`config.mk`:
```
export PLATFORM = sky130hd
export DESIGN_NAME = serdes_word_aligner
export DESIGN_NICKNAME = d
export VERILOG_FILES = /design/src/rtl/serdes_word_aligner.sv
export SDC_FILE = /design/constraint.sdc
export NUM_CORES = 1
export LEC_CHECK = 0
export CAP_MARGIN = 15
export CELL_PAD_IN_SITES_DETAIL_PLACEMENT = 1
export CELL_PAD_IN_SITES_GLOBAL_PLACEMENT = 2
export CORE_MARGIN = 10
export CORE_UTILIZATION = 29
export CTS_CLUSTER_DIAMETER = 40
export DETAILED_ROUTE_END_ITERATION = 10
export PLACE_DENSITY_LB_ADDON = 0.25
export SKIP_CTS_REPAIR_TIMING = 1
export SYNTH_ARGS = -nofsm -noshare
export SYNTH_HDL_FRONTEND = slang
export SYNTH_SLANG_ARGS = --single-unit
```
`constraint.sdc`:
```
create_clock -name CLKDIV -period 3.9 [get_ports CLKDIV]
set_clock_uncertainty 0.1 [all_clocks]
set_input_delay 0.585 -clock CLKDIV [delete_from_list [all_inputs] [get_ports CLKDIV]]
set_output_delay 0.585 -clock CLKDIV [all_outputs]
set_load 0.1 [all_outputs]
```
`src/rtl/serdes_word_aligner.sv`:
```
// ---------------------------------------------------------------------------
// serdes_word_aligner
//
// Sits after the ISERDESE2 in the SERDES loopback path and runs on CLKDIV.
// It compares each deserialized word with TRAIN_PATTERN. It issues single
// BITSLIP pulses until the word lines up with the pattern, and then reports
// lock. While the link is locked, it watches for bad words: it counts them and
// drops back to hunting after LOSS_COUNT consecutive misses.
//
// Optional feature macro: SERDES_ALIGN_ERRCNT_EN
//   defined     -> ERR_CNT is a saturating count of mismatches seen while locked
//   not defined -> no counter is built and ERR_CNT is tied to zero
//   The port list, the FSM and the loss-of-lock logic are the same in both builds.
//
// Ports
//   CLKDIV   in   1           parallel-word clock (same net as ISERDESE2 CLKDIV)
//   RST      in   1           synchronous, active-high reset
//   DATA_IN  in   DATA_WIDTH  deserialized word, bit DATA_WIDTH-1 = Q1
//   RETRAIN  in   1           single-cycle request to restart alignment
//   BITSLIP  out  1           single-cycle pulse to ISERDESE2 BITSLIP
//   ALIGNED  out  1           high while locked
//   FAIL     out  1           sticky; MAX_SLIPS used up without reaching lock
//   ERR_CNT  out  16          saturating mismatch count while locked
//
// Parameters
//   DATA_WIDTH     parallel word width, matches the ISERDESE2 setting
//   TRAIN_PATTERN  training word; every rotation of it must be distinct
//   SETTLE_CYCLES  cycles DATA_IN is ignored after a slip or restart (>= 2)
//   MATCH_COUNT    consecutive matching words needed to declare lock
//   LOSS_COUNT     consecutive bad words while locked that force a relock
//   MAX_SLIPS      slips allowed without lock before FAIL (>= DATA_WIDTH)
// ---------------------------------------------------------------------------
module serdes_word_aligner #(
    parameter int                    DATA_WIDTH    = 8,
    parameter logic [DATA_WIDTH-1:0] TRAIN_PATTERN = 8'hF0,
    parameter int                    SETTLE_CYCLES = 4,
    parameter int                    MATCH_COUNT   = 16,
    parameter int                    LOSS_COUNT    = 4,
    parameter int                    MAX_SLIPS     = 16
) (
    input  logic                  CLKDIV,
    input  logic                  RST,
    input  logic [DATA_WIDTH-1:0] DATA_IN,
    input  logic                  RETRAIN,
    output logic                  BITSLIP,
    output logic                  ALIGNED,
    output logic                  FAIL,
    output logic [15:0]           ERR_CNT
);

    // Each counter is only as wide as the largest value it ever holds.
    // The settle, match and loss counters clear when they reach their terminal
    // value, so they never hold that value. The slip counter does hold
    // MAX_SLIPS, because it must report that value when the next mismatch arrives.
    localparam int SETTLE_W = (SETTLE_CYCLES > 1) ? $clog2(SETTLE_CYCLES) : 1;
    localparam int MATCH_W  = (MATCH_COUNT   > 1) ? $clog2(MATCH_COUNT)   : 1;
    localparam int LOSS_W   = (LOSS_COUNT    > 1) ? $clog2(LOSS_COUNT)    : 1;
    localparam int SLIP_W   = $clog2(MAX_SLIPS + 1);

    localparam logic [SETTLE_W-1:0] SETTLE_LAST = SETTLE_W'(SETTLE_CYCLES - 1);
    localparam logic [MATCH_W-1:0]  MATCH_LAST  = MATCH_W'(MATCH_COUNT - 1);
    localparam logic [LOSS_W-1:0]   LOSS_LAST   = LOSS_W'(LOSS_COUNT - 1);
    localparam logic [SLIP_W-1:0]   SLIP_LIMIT  = SLIP_W'(MAX_SLIPS);

    typedef enum logic [2:0] {
        ST_SETTLE,
        ST_HUNT,
        ST_SLIP,
        ST_LOCKED,
        ST_FAILED
    } state_t;

    state_t              state_q;
    state_t              state_d;
    logic [SETTLE_W-1:0] settle_q;
    logic [SETTLE_W-1:0] settle_d;
    logic [MATCH_W-1:0]  match_q;
    logic [MATCH_W-1:0]  match_d;
    logic [LOSS_W-1:0]   loss_q;
    logic [LOSS_W-1:0]   loss_d;
    logic [SLIP_W-1:0]   slip_q;
    logic [SLIP_W-1:0]   slip_d;
    logic                word_ok;

    assign word_ok = (DATA_IN == TRAIN_PATTERN);

    // Next-state and counter logic. RETRAIN overrides every transition,
    // including the loss-of-lock return to HUNT, and restarts from SETTLE with
    // all alignment counters cleared.
    always_comb begin
        state_d  = state_q;
        settle_d = settle_q;
        match_d  = match_q;
        loss_d   = loss_q;
        slip_d   = slip_q;

        if (RETRAIN) begin
            state_d  = ST_SETTLE;
            settle_d = '0;
            match_d  = '0;
            loss_d   = '0;
            slip_d   = '0;
        end else begin
            case (state_q)
                ST_SETTLE: begin
                    // The word is unreliable while the ISERDES applies a slip.
                    if (settle_q == SETTLE_LAST) begin
                        settle_d = '0;
                        state_d  = ST_HUNT;
                    end else begin
                        settle_d = settle_q + SETTLE_W'(1);
                    end
                end

                ST_HUNT: begin
                    if (word_ok) begin
                        if (match_q == MATCH_LAST) begin
                            match_d = '0;
                            state_d = ST_LOCKED;
                        end else begin
                            match_d = match_q + MATCH_W'(1);
                        end
                    end else begin
                        match_d = '0;
                        if (slip_q == SLIP_LIMIT) begin
                            state_d = ST_FAILED;
                        end else begin
                            slip_d  = slip_q + SLIP_W'(1);
                            state_d = ST_SLIP;
                        end
                    end
                end

                ST_SLIP: begin
                    // SLIP always lasts one cycle, so BITSLIP can never pulse
                    // twice in a row.
                    settle_d = '0;
                    state_d  = ST_SETTLE;
                end

                ST_LOCKED: begin
                    if (word_ok) begin
                        loss_d = '0;
                    end else if (loss_q == LOSS_LAST) begin
                        // Alignment is gone, but the bit offset is usually
                        // still close. Go straight back to hunting, with a
                        // fresh slip budget.
                        loss_d  = '0;
                        slip_d  = '0;
                        match_d = '0;
                        state_d = ST_HUNT;
                    end else begin
                        loss_d = loss_q + LOSS_W'(1);
                    end
                end

                ST_FAILED: begin
                    state_d = ST_FAILED;
                end

                default: begin
                    state_d  = ST_SETTLE;
                    settle_d = '0;
                end
            endcase
        end
    end

    // State register. The outputs are decoded from the next state so that they
    // come straight from flops and change on the same edge as the state.
    always_ff @(posedge CLKDIV) begin
        if (RST) begin
            state_q  <= ST_SETTLE;
            settle_q <= '0;
            match_q  <= '0;
            loss_q   <= '0;
            slip_q   <= '0;
            BITSLIP  <= 1'b0;
            ALIGNED  <= 1'b0;
            FAIL     <= 1'b0;
        end else begin
            state_q  <= state_d;
            settle_q <= settle_d;
            match_q  <= match_d;
            loss_q   <= loss_d;
            slip_q   <= slip_d;
            BITSLIP  <= (state_d == ST_SLIP);
            ALIGNED  <= (state_d == ST_LOCKED);
            FAIL     <= (state_d == ST_FAILED);
        end
    end

`ifdef SERDES_ALIGN_ERRCNT_EN
    logic        err_inc;
    logic [15:0] err_q;

    // Only locked-link errors are counted. RETRAIN keeps the count but does not
    // add the word sampled on that cycle to it.
    assign err_inc = !RETRAIN && (state_q == ST_LOCKED) && !word_ok;

    always_ff @(posedge CLKDIV) begin
        if (RST) begin
            err_q <= '0;
        end else if (err_inc && (err_q != 16'hFFFF)) begin
            err_q <= err_q + 16'd1;
        end
    end

    assign ERR_CNT = err_q;
`else
    assign ERR_CNT = 16'h0000;
`endif

endmodule

```
==> impl_metrics.json <==
{
  "initial_core_util_pct": 30.6,
  "htree_num_levels": 1,
  "cp.required_ns": 3.21,
  "grt_pass1_wl_mm": 4.39,
  "synth_area_leaders": "dfxtp_1, buf_4, ha_1, a21oi_1, o21ai_0",
  "detail_route.vias_per_cell": 4.98,
  "synth_cell_type_count": 40,
  "multi_input_area_um2": 652,
  "grt_use_total_pct": 8.39,
  "hold_viol": 0,
  "startpoint": "FAIL",
  "utilization_pct": 34.6,
  "port_buffers": 13,
  "setup_viol": 0,
  "totalWireLength_mm": 2.80,
  "diodes": 0,
  "crit_arrival_ns": 1.71,
  "layout_min_cycle_time_ns": 2.40,
  "clkTransAtPathRegs_ns": 0.07,
  "numPlacedInstances": 191,
  "critPathBufInv": 1,
  "drc": 0,
  "cp_slowest_stage_delay_ns": 1.13,
  "drt-wirelength-per-cell_um": 14.3,
  "synth_top_area_share_pct": 33.5,
  "ys.flop_type": "dfxtp_1",
  "hold_ws_ns": 0.370,
  "regArea_um2": 380,
  "grt_remaining_overflow": 0,
  "max-slew-margin-rel_pct": 34.5,
  "async_reset_ff_share_pct": 0,
  "cp-end-kind": "output port",
  "die_area_um2": 6820,
  "cp_max_fo": 1,
  "core-area_um2": 3720,
  "fin_crit_sh_pct": 61.5,
  "synthCells": 135,
  "power_density_nw_per_um2": 329,
  "drtIter0Drc": 17,
  "final_common_cell": "dfxtp_1",
  "status": "completed",
  "most-common-layout-cells": "dfxtp_1, conb_1, clkdlybuf4s50_1, a21oi_1",
  "cts_buffer_depth": 2,
  "synth-edff-count": 0,
  "cts_sinks": 19,
  "yosys.area.top_type": "dfxtp_1",
  "tns_ns": 0,
  "hp-start": "loss_q[1]",
  "drtPass1Iterations": 3,
  "synth_area_um2": 1140,
  "regToRegStartpoint": "state_q[0]",
  "synth-compound-area-share_pct": 20.2,
  "antenna_left": 0,
  "ys_ff_latch": 19,
  "fp.dieW_um": 82.6,
  "ios": 30,
  "globalRouteMet2Util_pct": 16.3,
  "die_h_um": 82.6,
  "grt.busiest_layer": "met2",
  "critPathLaunchType": "register",
  "finalMaxSlewViolations": 0,
  "nNetsFinal": 164,
  "cp_cell_sequence": "clkdlybuf4s50_1",
  "rsz0062_at_grt": "false",
  "first_global_vias": 960,
  "yosysWarnings": 0,
  "synth-adder-area-share_pct": 5.51,
  "path_class": "register to output port",
  "cts_made_buffers": 3,
  "timing.fmax_mhz": 417,
  "final.fill_count": 456,
  "synth-simple-area-share_pct": 25.6,
  "synth_top_family_by_area": "simple AND/OR/NAND/NOR gates",
  "drive_above_1_share_pct": 6.80,
  "grt_max_degree": 13,
  "cts_tree": "built",
  "avgSynthCellArea_um2": 8.42,
  "num_rows": 22,
  "met1_usage_pct": 8.13,
  "root_buffer": "clkbuf_8",
  "synth_xor_xnor_area_share_pct": 0,
  "stdcell_count": 195,
  "holdCritPathClass": "register to register",
  "dp_hpwl_mm": 2.30,
  "syn_to_final_growth_pct": 13.3,
  "antenna_found_initial": 0,
  "cap_violations": 0,
  "peakVddDrop_uv": 183,
  "met3_usage_pct": 2.92,
  "synth-seq-area-share_pct": 33.5,
  "r2r_slack_ns": 1.81,
  "clock_latency_ns": 0.26,
  "gp_routability_congestion": 0.787,
  "power.leakage_uw": 0.000453,
  "cp_slowest_cell": "clkdlybuf4s50_1",
  "cpLargestDelayFamily": "buffers and inverters",
  "worst_slew_pin_slew_ns": 0.980,
  "dr_total_vias": 971,
  "synthMuxAreaShare_pct": 0.881
}
[synthesized netlist by cell type, types with 2 or more instances]
| cell | count |
|---|---|
| nand3_1 | 7 |
| ha_1 | 5 |
| o22ai_1 | 2 |
| nand4_1 | 2 |
| or3_1 | 3 |
| o21ai_0 | 9 |
| nand4bb_1 | 2 |
| buf_2 | 2 |
| nor2_1 | 9 |
| or4_1 | 2 |
| dfxtp_1 | 19 |
| a21o_1 | 2 |
| buf_4 | 17 |
| inv_1 | 5 |
| nand2_1 | 8 |
| nor3_1 | 3 |
| a22oi_1 | 2 |
| nor2b_1 | 4 |
| a21oi_1 | 11 |
[flip-flops by register name (all words and copies together) (netlist names)]
signal / flops
slip_q: 5
match_q: 4
settle_q: 2
loss_q: 2
ALIGNED: 1
FAIL: 1
state_q: 3
BITSLIP: 1
[tightest hold or removal path, cell delays in order, from the launching register on]
cell and delay (ns):
dfxtp_1 0.32, nand2_1 0.06, a21oi_1 0.05
[where the power goes]
part           internal (uW)  leakage (uW)  total, uW  switching (uW)
sequential               195      0.000153        195           0.667
clock                   71.1     0.0000255        140            68.8
combinational           12.3      0.000274       88.0            75.7
total                    278      0.000453        423             145
[area by class of cell]
class                           instances  area share [%]
Sequential cell                        19            29.5
Tap cell                               48            4.66
Multi-Input combinational cell        106            50.6
Inverter                                5            1.46
Clock inverter                          1           0.389
Clock buffer                            3            3.21
Timing Repair Buffer                   13            10.1
[logic make-up (layout without fill, tap and decap cells)]
kind of cell             Yosys count  count (layout)
other                              1              16
multiplexers                       1               1
AO/OA/AOI/OAI                     35              35
AND/OR/NAND/NOR                   49              49
adder cells (fa/ha/maj)            5               5
buffers and inverters             25              22
flip-flops                        19              19
[path summary, 6_finish.rpt]
path,endpoint,cells after the start
worst max-delay path,FAIL,1
worst min register to register,loss_q[1],2
worst max register to register,slip_q[2],4
worst min-delay path,loss_q[1],2
[per-stage QoR]
stage	setup WS, ns	total power, uW	area (um^2)
final	1.50	423	1290
after floorplan	2.04	287	1190
after detailed placement	1.45	287	1240
after global placement	1.45	286	1240
after CTS	1.47	432	1290
after global routing	1.45	442	1290
[metal layers]
layer	vias up	share of wire (%)
met5	-	0
met3	2	4.5
met4	0	0.68
li1	483	-
met1	476	41
met2	10	54
No activity file was read; power rests on OpenSTA's default activity.
